<file path="src/rtl/mem_bus_arbiter.sv">
// mem_bus_arbiter: two-port (data cache / instruction cache) arbiter onto a
// single external memory bus. One transaction at a time, IDLE -> BUSY -> DONE,
// round-robin on simultaneous requests.
// Optional feature: define ARB_TIMEOUT_EN to enable the BUSY-state watchdog
// (TIMEOUT_CYCLES); without it err is tied low and BUSY waits for mem_ack.
module mem_bus_arbiter #(
   parameter int ADDR_W         = 9,
   parameter int DATA_W         = 8,
   parameter int TIMEOUT_CYCLES = 15
) (
   input  logic              clk,
   input  logic              reset,
   input  logic              req0,
   input  logic              rw0,
   input  logic [ADDR_W-1:0] addr0,
   input  logic [DATA_W-1:0] wdata0,
   output logic              gnt0,
   input  logic              req1,
   input  logic              rw1,
   input  logic [ADDR_W-1:0] addr1,
   input  logic [DATA_W-1:0] wdata1,
   output logic              gnt1,
   output logic [DATA_W-1:0] rdata,
   output logic              mem_req,
   output logic              mem_rw,
   output logic [ADDR_W-1:0] mem_addr,
   output logic [DATA_W-1:0] mem_wdata,
   input  logic [DATA_W-1:0] mem_rdata,
   input  logic              mem_ack,
   output logic              err
);

   typedef enum logic [1:0] {IDLE, BUSY, DONE} state_t;

   state_t            state, state_nxt;
   logic              owner;        // 0 = port 0, 1 = port 1
   logic              last_served;  // port granted most recently
   logic              pick;         // owner chosen from the current requests
   logic              rw_q;
   logic [ADDR_W-1:0] addr_q;
   logic [DATA_W-1:0] wdata_q;
   logic [DATA_W-1:0] rdata_q;
   logic              tmo_hit;      // watchdog expiry in this BUSY cycle

   // On a tie the port not served last wins; otherwise whoever is asking.
   assign pick = (req0 && req1) ? ~last_served : req1;

`ifdef ARB_TIMEOUT_EN
   localparam int CNT_W = (TIMEOUT_CYCLES > 1) ? $clog2(TIMEOUT_CYCLES + 1) : 1;

   logic [CNT_W-1:0] tcnt;
   logic             err_q;

   assign tmo_hit = (tcnt == CNT_W'(TIMEOUT_CYCLES - 1)) && !mem_ack;

   // Watchdog: counts BUSY cycles, remembers an expiry until DONE is left.
   always_ff @(posedge clk or negedge reset) begin
      if (!reset) begin
         tcnt  <= '0;
         err_q <= 1'b0;
      end else begin
         if (state == BUSY) tcnt <= tcnt + 1'b1;
         else               tcnt <= '0;
         if (state == BUSY && tmo_hit) err_q <= 1'b1;
         else if (state == IDLE)       err_q <= 1'b0;
      end
   end

   assign err = err_q && (state == DONE);
`else
   assign tmo_hit = 1'b0;
   assign err     = 1'b0;
`endif

   // State register; reset returns to IDLE and abandons any open transaction.
   always_ff @(posedge clk or negedge reset) begin
      if (!reset) state <= IDLE;
      else        state <= state_nxt;
   end

   // Next-state and bus/grant outputs, all decoded from the current state.
   always_comb begin
      state_nxt = state;
      mem_req   = 1'b0;
      gnt0      = 1'b0;
      gnt1      = 1'b0;
      case (state)
         IDLE: if (req0 || req1) state_nxt = BUSY;
         BUSY: begin
            mem_req = 1'b1;
            if (mem_ack || tmo_hit) state_nxt = DONE;
         end
         DONE: begin
            gnt0      = ~owner;
            gnt1      = owner;
            state_nxt = IDLE;
         end
         default: state_nxt = IDLE;
      endcase
   end

   // Transaction registers: capture the owner's request, return read data.
   always_ff @(posedge clk or negedge reset) begin
      if (!reset) begin
         owner       <= 1'b0;
         last_served <= 1'b1;
         rw_q        <= 1'b0;
         addr_q      <= '0;
         wdata_q     <= '0;
         rdata_q     <= '0;
      end else begin
         case (state)
            IDLE: if (req0 || req1) begin
               owner   <= pick;
               rw_q    <= pick ? rw1    : rw0;
               addr_q  <= pick ? addr1  : addr0;
               wdata_q <= pick ? wdata1 : wdata0;
            end
            BUSY: begin
               if (mem_ack) begin
                  if (!rw_q) rdata_q <= mem_rdata;
               end else if (tmo_hit) begin
                  rdata_q <= '0;
               end
            end
            DONE: last_served <= owner;
            default: ;
         endcase
      end
   end

   assign mem_rw    = rw_q;
   assign mem_addr  = addr_q;
   assign mem_wdata = wdata_q;
   assign rdata     = rdata_q;

endmodule

</file>
<file path="config.mk">
export PLATFORM = sky130hd
export DESIGN_NAME = mem_bus_arbiter
export DESIGN_NICKNAME = d
export VERILOG_FILES = /design/src/rtl/mem_bus_arbiter.sv
export SDC_FILE = /design/constraint.sdc
export NUM_CORES = 1
export LEC_CHECK = 0
export CORE_UTILIZATION = 43
export CTS_BUF_LIST = sky130_fd_sc_hd__clkbuf_2
export DETAILED_ROUTE_END_ITERATION = 16
export PLACE_DENSITY_LB_ADDON = 0.3
export RECOVER_POWER = 100
export SYNTH_ARGS = -nofsm -noshare
export SYNTH_HDL_FRONTEND = slang
export SYNTH_SLANG_ARGS = --single-unit
</file>
<file path="constraint.sdc">
create_clock -name clk -period 3.2 [get_ports clk]
set_input_delay 0.64 -clock clk [delete_from_list [all_inputs] [get_ports clk]]
set_output_delay 0.64 -clock clk [all_outputs]
set_load 0.02 [all_outputs]
</file>
# Word level (Yosys, flattened, before mapping)
# Cells that the tools add are included.
[word_totals]
reg_bits = 30
latch_bits = 0
ramBits = 0
romBits = 0
input_bits = 49
out_inout_bits = 30
elab_cells = 30
mem_count = 0
[classes]
n_addsub = 0
n_mul = 0
div = 0
n_lt_le_gt_ge = 0
eq_ne = 4
shifts = 0
n_mux = 10
bitwise = 3
reduce_logical = 6
[op_table]
columns = ["op", "count"]
rows = [
  ["$mux 9", 1],
  ["$mux 8", 1],
  ["$mux 1", 5],
  ["$mux 2", 2],
  ["$ne 2x2->1 const B", 2],
  ["$pmux 2 s2", 1],
  ["$reduce_and 2->1", 2],
  ["$not 1->1", 3],
  ["$reduce_and 3->1", 1],
  ["$eq 2x1->1 const B", 1],
  ["$eq 2x2->1 const B", 1],
  ["$logic_not 2->1", 1],
  ["$logic_and 1x1->1", 1],
  ["$logic_or 1x1->1", 1],
]

# Longest topological paths before layout
[depth]
word_depth = 3
mapped_depth = 5
depth_no_buf = 3

# Worst setup path before layout
# OpenSTA, ideal clock, no wires.
[synth_path]
kind = "input port to flip-flop"
start = "in req1"
end = "reg addr_q[2] (netlist: mem_addr[2])"
setup_time_ps = 125
arrival_ps = 1632
t_required_ps = 3075
setup_slack_ps = 1443
path_stages = 5
n_path_buf = 2
cell_sequence = "a21bo_1 buf_6 buf_12 mux2_4 mux2_4"
[synth_between]
elab_chain_len = 3
elab_cells_between_ends = 5
classes_between = "2 x mux; 3 x reduce/logical"
[synth_lines]
columns = ["item", "line", "text"]
rows = [
  ["start: declaration", "18", "input logic req1,"],
  ["$logic_and 1x1->1", "46", "assign pick = (req0 && req1) ? ~last_served : req1;"],
  ["$mux 1", "46", ""],
  ["$mux 9", "116", "addr_q <= pick ? addr1 : addr0;"],
  ["end signal: assignment", "116", ""],
  ["end: declaration", "40", "logic [ADDR_W-1:0] addr_q;"],
]
# Parallel ways exist; a longest one is shown, timed or not.
# A chain may end at the register's enable or synchronous reset.

# Worst setup path after layout
[layout_path]
start = "in req0"
end = "reg addr_q[1] (netlist: mem_addr[1])"
[layout_between]
elab_chain_len = 3
elab_cells_between_ends = 5
classes_between = "2 x mux; 3 x reduce/logical"
[layout_lines]
columns = ["item", "line", "text"]
rows = [
  ["start: declaration", "13", "input logic req0,"],
  ["$logic_and 1x1->1", "46", ""],
  ["$mux 1", "46", ""],
  ["$mux 9", "116", ""],
]
# Parallel ways exist; a longest one is shown, timed or not.

==> impl_metrics.env <==
export IMPL_start_kind="input pin"
export IMPL_yosysTopAreaCellShare=0.497
export IMPL_crit_path_top_delay_cell="nor3_1"
export IMPL_port_buffers=77
export IMPL_synth_adder_area_share=0
export IMPL_grt_util_all_layers=0.200
export IMPL_clock_root_buffer="clkbuf_2"
export IMPL_clkSinkCount=30
export IMPL_yosysUniqueCellTypes=18
export IMPL_cts_repair_resized=0
export IMPL_cts_htree_levels=2
export IMPL_grt_max_degree=31
export IMPL_main_combinational_cell_family_by_area_after_synthesis="multiplexers"
export IMPL_power_combinational_fraction=0.538
export IMPL_syn_to_final_growth_pct=55.4
export IMPL_viasPerCell=4.82
export IMPL_synth_top_cell_by_area="dfrtp_1"
export IMPL_synthesis_instances=95
export IMPL_arrival_ns=2.81
export IMPL_dp_hpwl_mm=2.48
export IMPL_die_width_microns=60.2
export IMPL_finish_net_count=226
export IMPL_grt_pass1_wl_mm=5.15
export IMPL_leakagePower_uw=0.000997
export IMPL_flip_flop_and_latch_count_after_synthesis=30
export IMPL_synth_area_mux_share=0.393
export IMPL_finalCritPeriodShare=0.801
export IMPL_groute_layer_met1_usage=0.222
export IMPL_post_synth_and_or_nand_nor_area_fraction=0.0300
export IMPL_detailed_place_area_sq_um=2270
export IMPL_final_min_clock_period_ns=2.56
export IMPL_design_area_sq_um=2270
export IMPL_detail_route_antenna_nets=0
export IMPL_clk_pin_slew_worst_paths_ns=0.14
export IMPL_pwr_density_cell_nw_per_um2=819
export IMPL_number_of_buffers_on_the_longest_clock_path=2
export IMPL_antenna_cells_inserted=0
export IMPL_max_slew_margin=-0.0311
export IMPL_mappedNetlistArea_sq_um=1460
export IMPL_share_clk_of_total_power=0.100
export IMPL_finalSetupTns_ns=0
export IMPL_post_route_drc_count=0
export IMPL_skew_ns=0.0109
export IMPL_post_cts_repair_setup_buffers=0
export IMPL_run_status="finished with violations"
export IMPL_holdBufCountCts=0
export IMPL_design_die_area_sq_um=3630
export IMPL_criticalPathCategory="input pin to register"
export IMPL_initial_core_util=0.466
export IMPL_tritoncts_num_buffers=5
export IMPL_setup_viol_count_final=0
export IMPL_hold_path_class="register to register"
export IMPL_synth_edff_count=0
export IMPL_cts_tree="done"
export IMPL_cp_max_fo=9
export IMPL_tightest_slew_ns=1.55
export IMPL_finalPower_uw=1860
export IMPL_grt_antenna_before_repair=0
export IMPL_setup_worst_path_end_class="register"
export IMPL_grt_overflow=0
export IMPL_ys_dominant_reg_cell="dfrtp_1"
export IMPL_cellInternalPower_uw=1170
export IMPL_routabilityCongestion=0.659
export IMPL_clock_insertion_delay_worst_skew_ns=0.35
export IMPL_maxSlewViolCount=31
export IMPL_syn_mean_instance_area_sq_um=15.4
export IMPL_critical_path_top_delay_family="buffers and inverters"
export IMPL_placement_setup_slack_ns=0.829
export IMPL_max_cap_violations=1
export IMPL_multi_input_comb_area_sq_um=623
export IMPL_fillerInstances=220
export IMPL_synth_area_top_cells="dfrtp_1 50%, mux2_2 20%, mux2_4 19%, dfstp_2 1.8%, buf_12 1.4%"
export IMPL_crit_buf_inv=2
export IMPL_rsz0062_at_grt="no"
export IMPL_async_reset_ff_frac=1.00
export IMPL_coreArea_sq_um=3130
export IMPL_post_synth_xor_area_fraction=0
export IMPL_register_area_share_after_synthesis=0.515
export IMPL_seq_power_share=0.362
export IMPL_hold_viol=0
export IMPL_ioPinCount=79
export IMPL_wl_per_cell_microns=14.3
export IMPL_post_synth_top_count_cell="dfrtp_1"
export IMPL_syn_num_nets=144
export IMPL_total_via_count_in_the_routed_design=1069
export IMPL_synth_commonest_cells="29 x dfrtp_1, 26 x mux2_2, 18 x mux2_4, 3 x buf_2, 3 x nor2_1"
export IMPL_swShare=0.369
export IMPL_layout_drive_gt1_share=0.270
export IMPL_drt_iter0_markers=28
export IMPL_maximum_clock_frequency_mhz=390
export IMPL_number_of_iterations_in_the_first_detailed_routing_pass=4
export IMPL_gr_layer_usage_met2=0.350
export IMPL_final_instance_count_excl_fill=222
export IMPL_grt_pass1_vias=1149
export IMPL_net_switching_power_uw=685
export IMPL_routed_wl_mm=3.17
export IMPL_final_critical_path_setup_slack_ns=0.637
export IMPL_failed_checks="capacitance limit, slew limit"
export IMPL_floorplan_die_height_microns=60.2
export IMPL_core_rowCount=20
export IMPL_groute_layer_met3_usage=0.0606
export IMPL_maximum_vdd_drop_mv=0.413
export IMPL_cp_cell_sequence="dlygate4sd3_1, nor2_1, nor3_1, clkbuf_1, mux2_2"
export IMPL_yosysWarningCount=0
export IMPL_area_of_all_sequential_standard_cells_sq_um=752
export IMPL_dp_cells=214
export IMPL_global_route_peak_usage_layer="met2"
export IMPL_synth_compound_gate_area_share=0.0172
export IMPL_crit_required_ns=3.44
export IMPL_delay_contributed_by_the_slowest_stage_of_the_critical_path_ns=0.72
==> stage by stage <==
stage           util  hold WS (ns)
3_3_place_gp   0.724         0.489
3_5_place_dp   0.724         0.497
5_1_grt        0.725         0.533
4_1_cts        0.737         0.527
6_report       0.725         0.504
2_1_floorplan      -         0.344
==> cells in the final DEF (no fill, tap or decap), drive strengths merged <==
cell / instances
clkbuf: 11
mux2: 44
nor2: 3
a21o: 2
buf: 1
mux2i: 1
and3b: 1
dfrtp: 29
nand2b: 1
conb: 1
dlygate4sd3: 32
a21bo: 1
clkdlybuf4s50: 45
nor2b: 2
dfstp: 1
inv: 2
nor3: 1
==> state kept, by name (all words and copies together), names as in the netlist <==
register,cells
owner,1
mem_rw,1
rdata,8
mem_addr,9
state,2
mem_wdata,8
last_served,1
==> metal layers <==
layer  up-vias  wire (microns)
met5         -               0
li1        493               -
met3         8             230
met1       517            1270
met2        51            1600
met4         0              63
==> final cells by class <==
cell class,instances,area share
clock buffers,8,0.0177
inverters,2,0.00331
multi-input cells,57,0.275
flip-flops and latches,30,0.332
well taps,44,0.0243
repair buffers,81,0.348
==> power groups by stage <==
stage                     clock network, uW  registers (uW)  logic, uW
after global placement                    0             681       1110
after detailed placement                  0             696       1130
final                                   186             673        999
after global routing                    212             701       1060
after floorplan                           0             886        435
after CTS                               193             689       1140
==> cell families (layout without fill, tap and decap cells) <==
logic type             count (synthesis)  after routing
AO/OA/AOI/OAI                          3              3
buffers and inverters                  8             91
flip-flops                            30             30
multiplexers                          45             45
other                                  1              1
AND/OR/NAND/NOR                        8              8
==> worst paths after layout <==
| kind | startpoint | to | slack (ns) | cells after the start |
|---|---|---|---|---|
| worst max-delay path | req0 | mem_addr[1] | 0.64 | 5 |
| worst min-delay path | mem_addr[8] | mem_addr[8] | 0.50 | 1 |
| worst max register to register | state[1] | mem_addr[1] | 1.02 | 3 |
| worst min register to register | mem_addr[8] | mem_addr[8] | 0.50 | 1 |
| max in group asynchronous | reset | mem_addr[0] | 1.12 | 2 |
| min in group asynchronous | reset | mem_wdata[4] | 1.18 | 2 |
(Power assumes the default switching activity.)
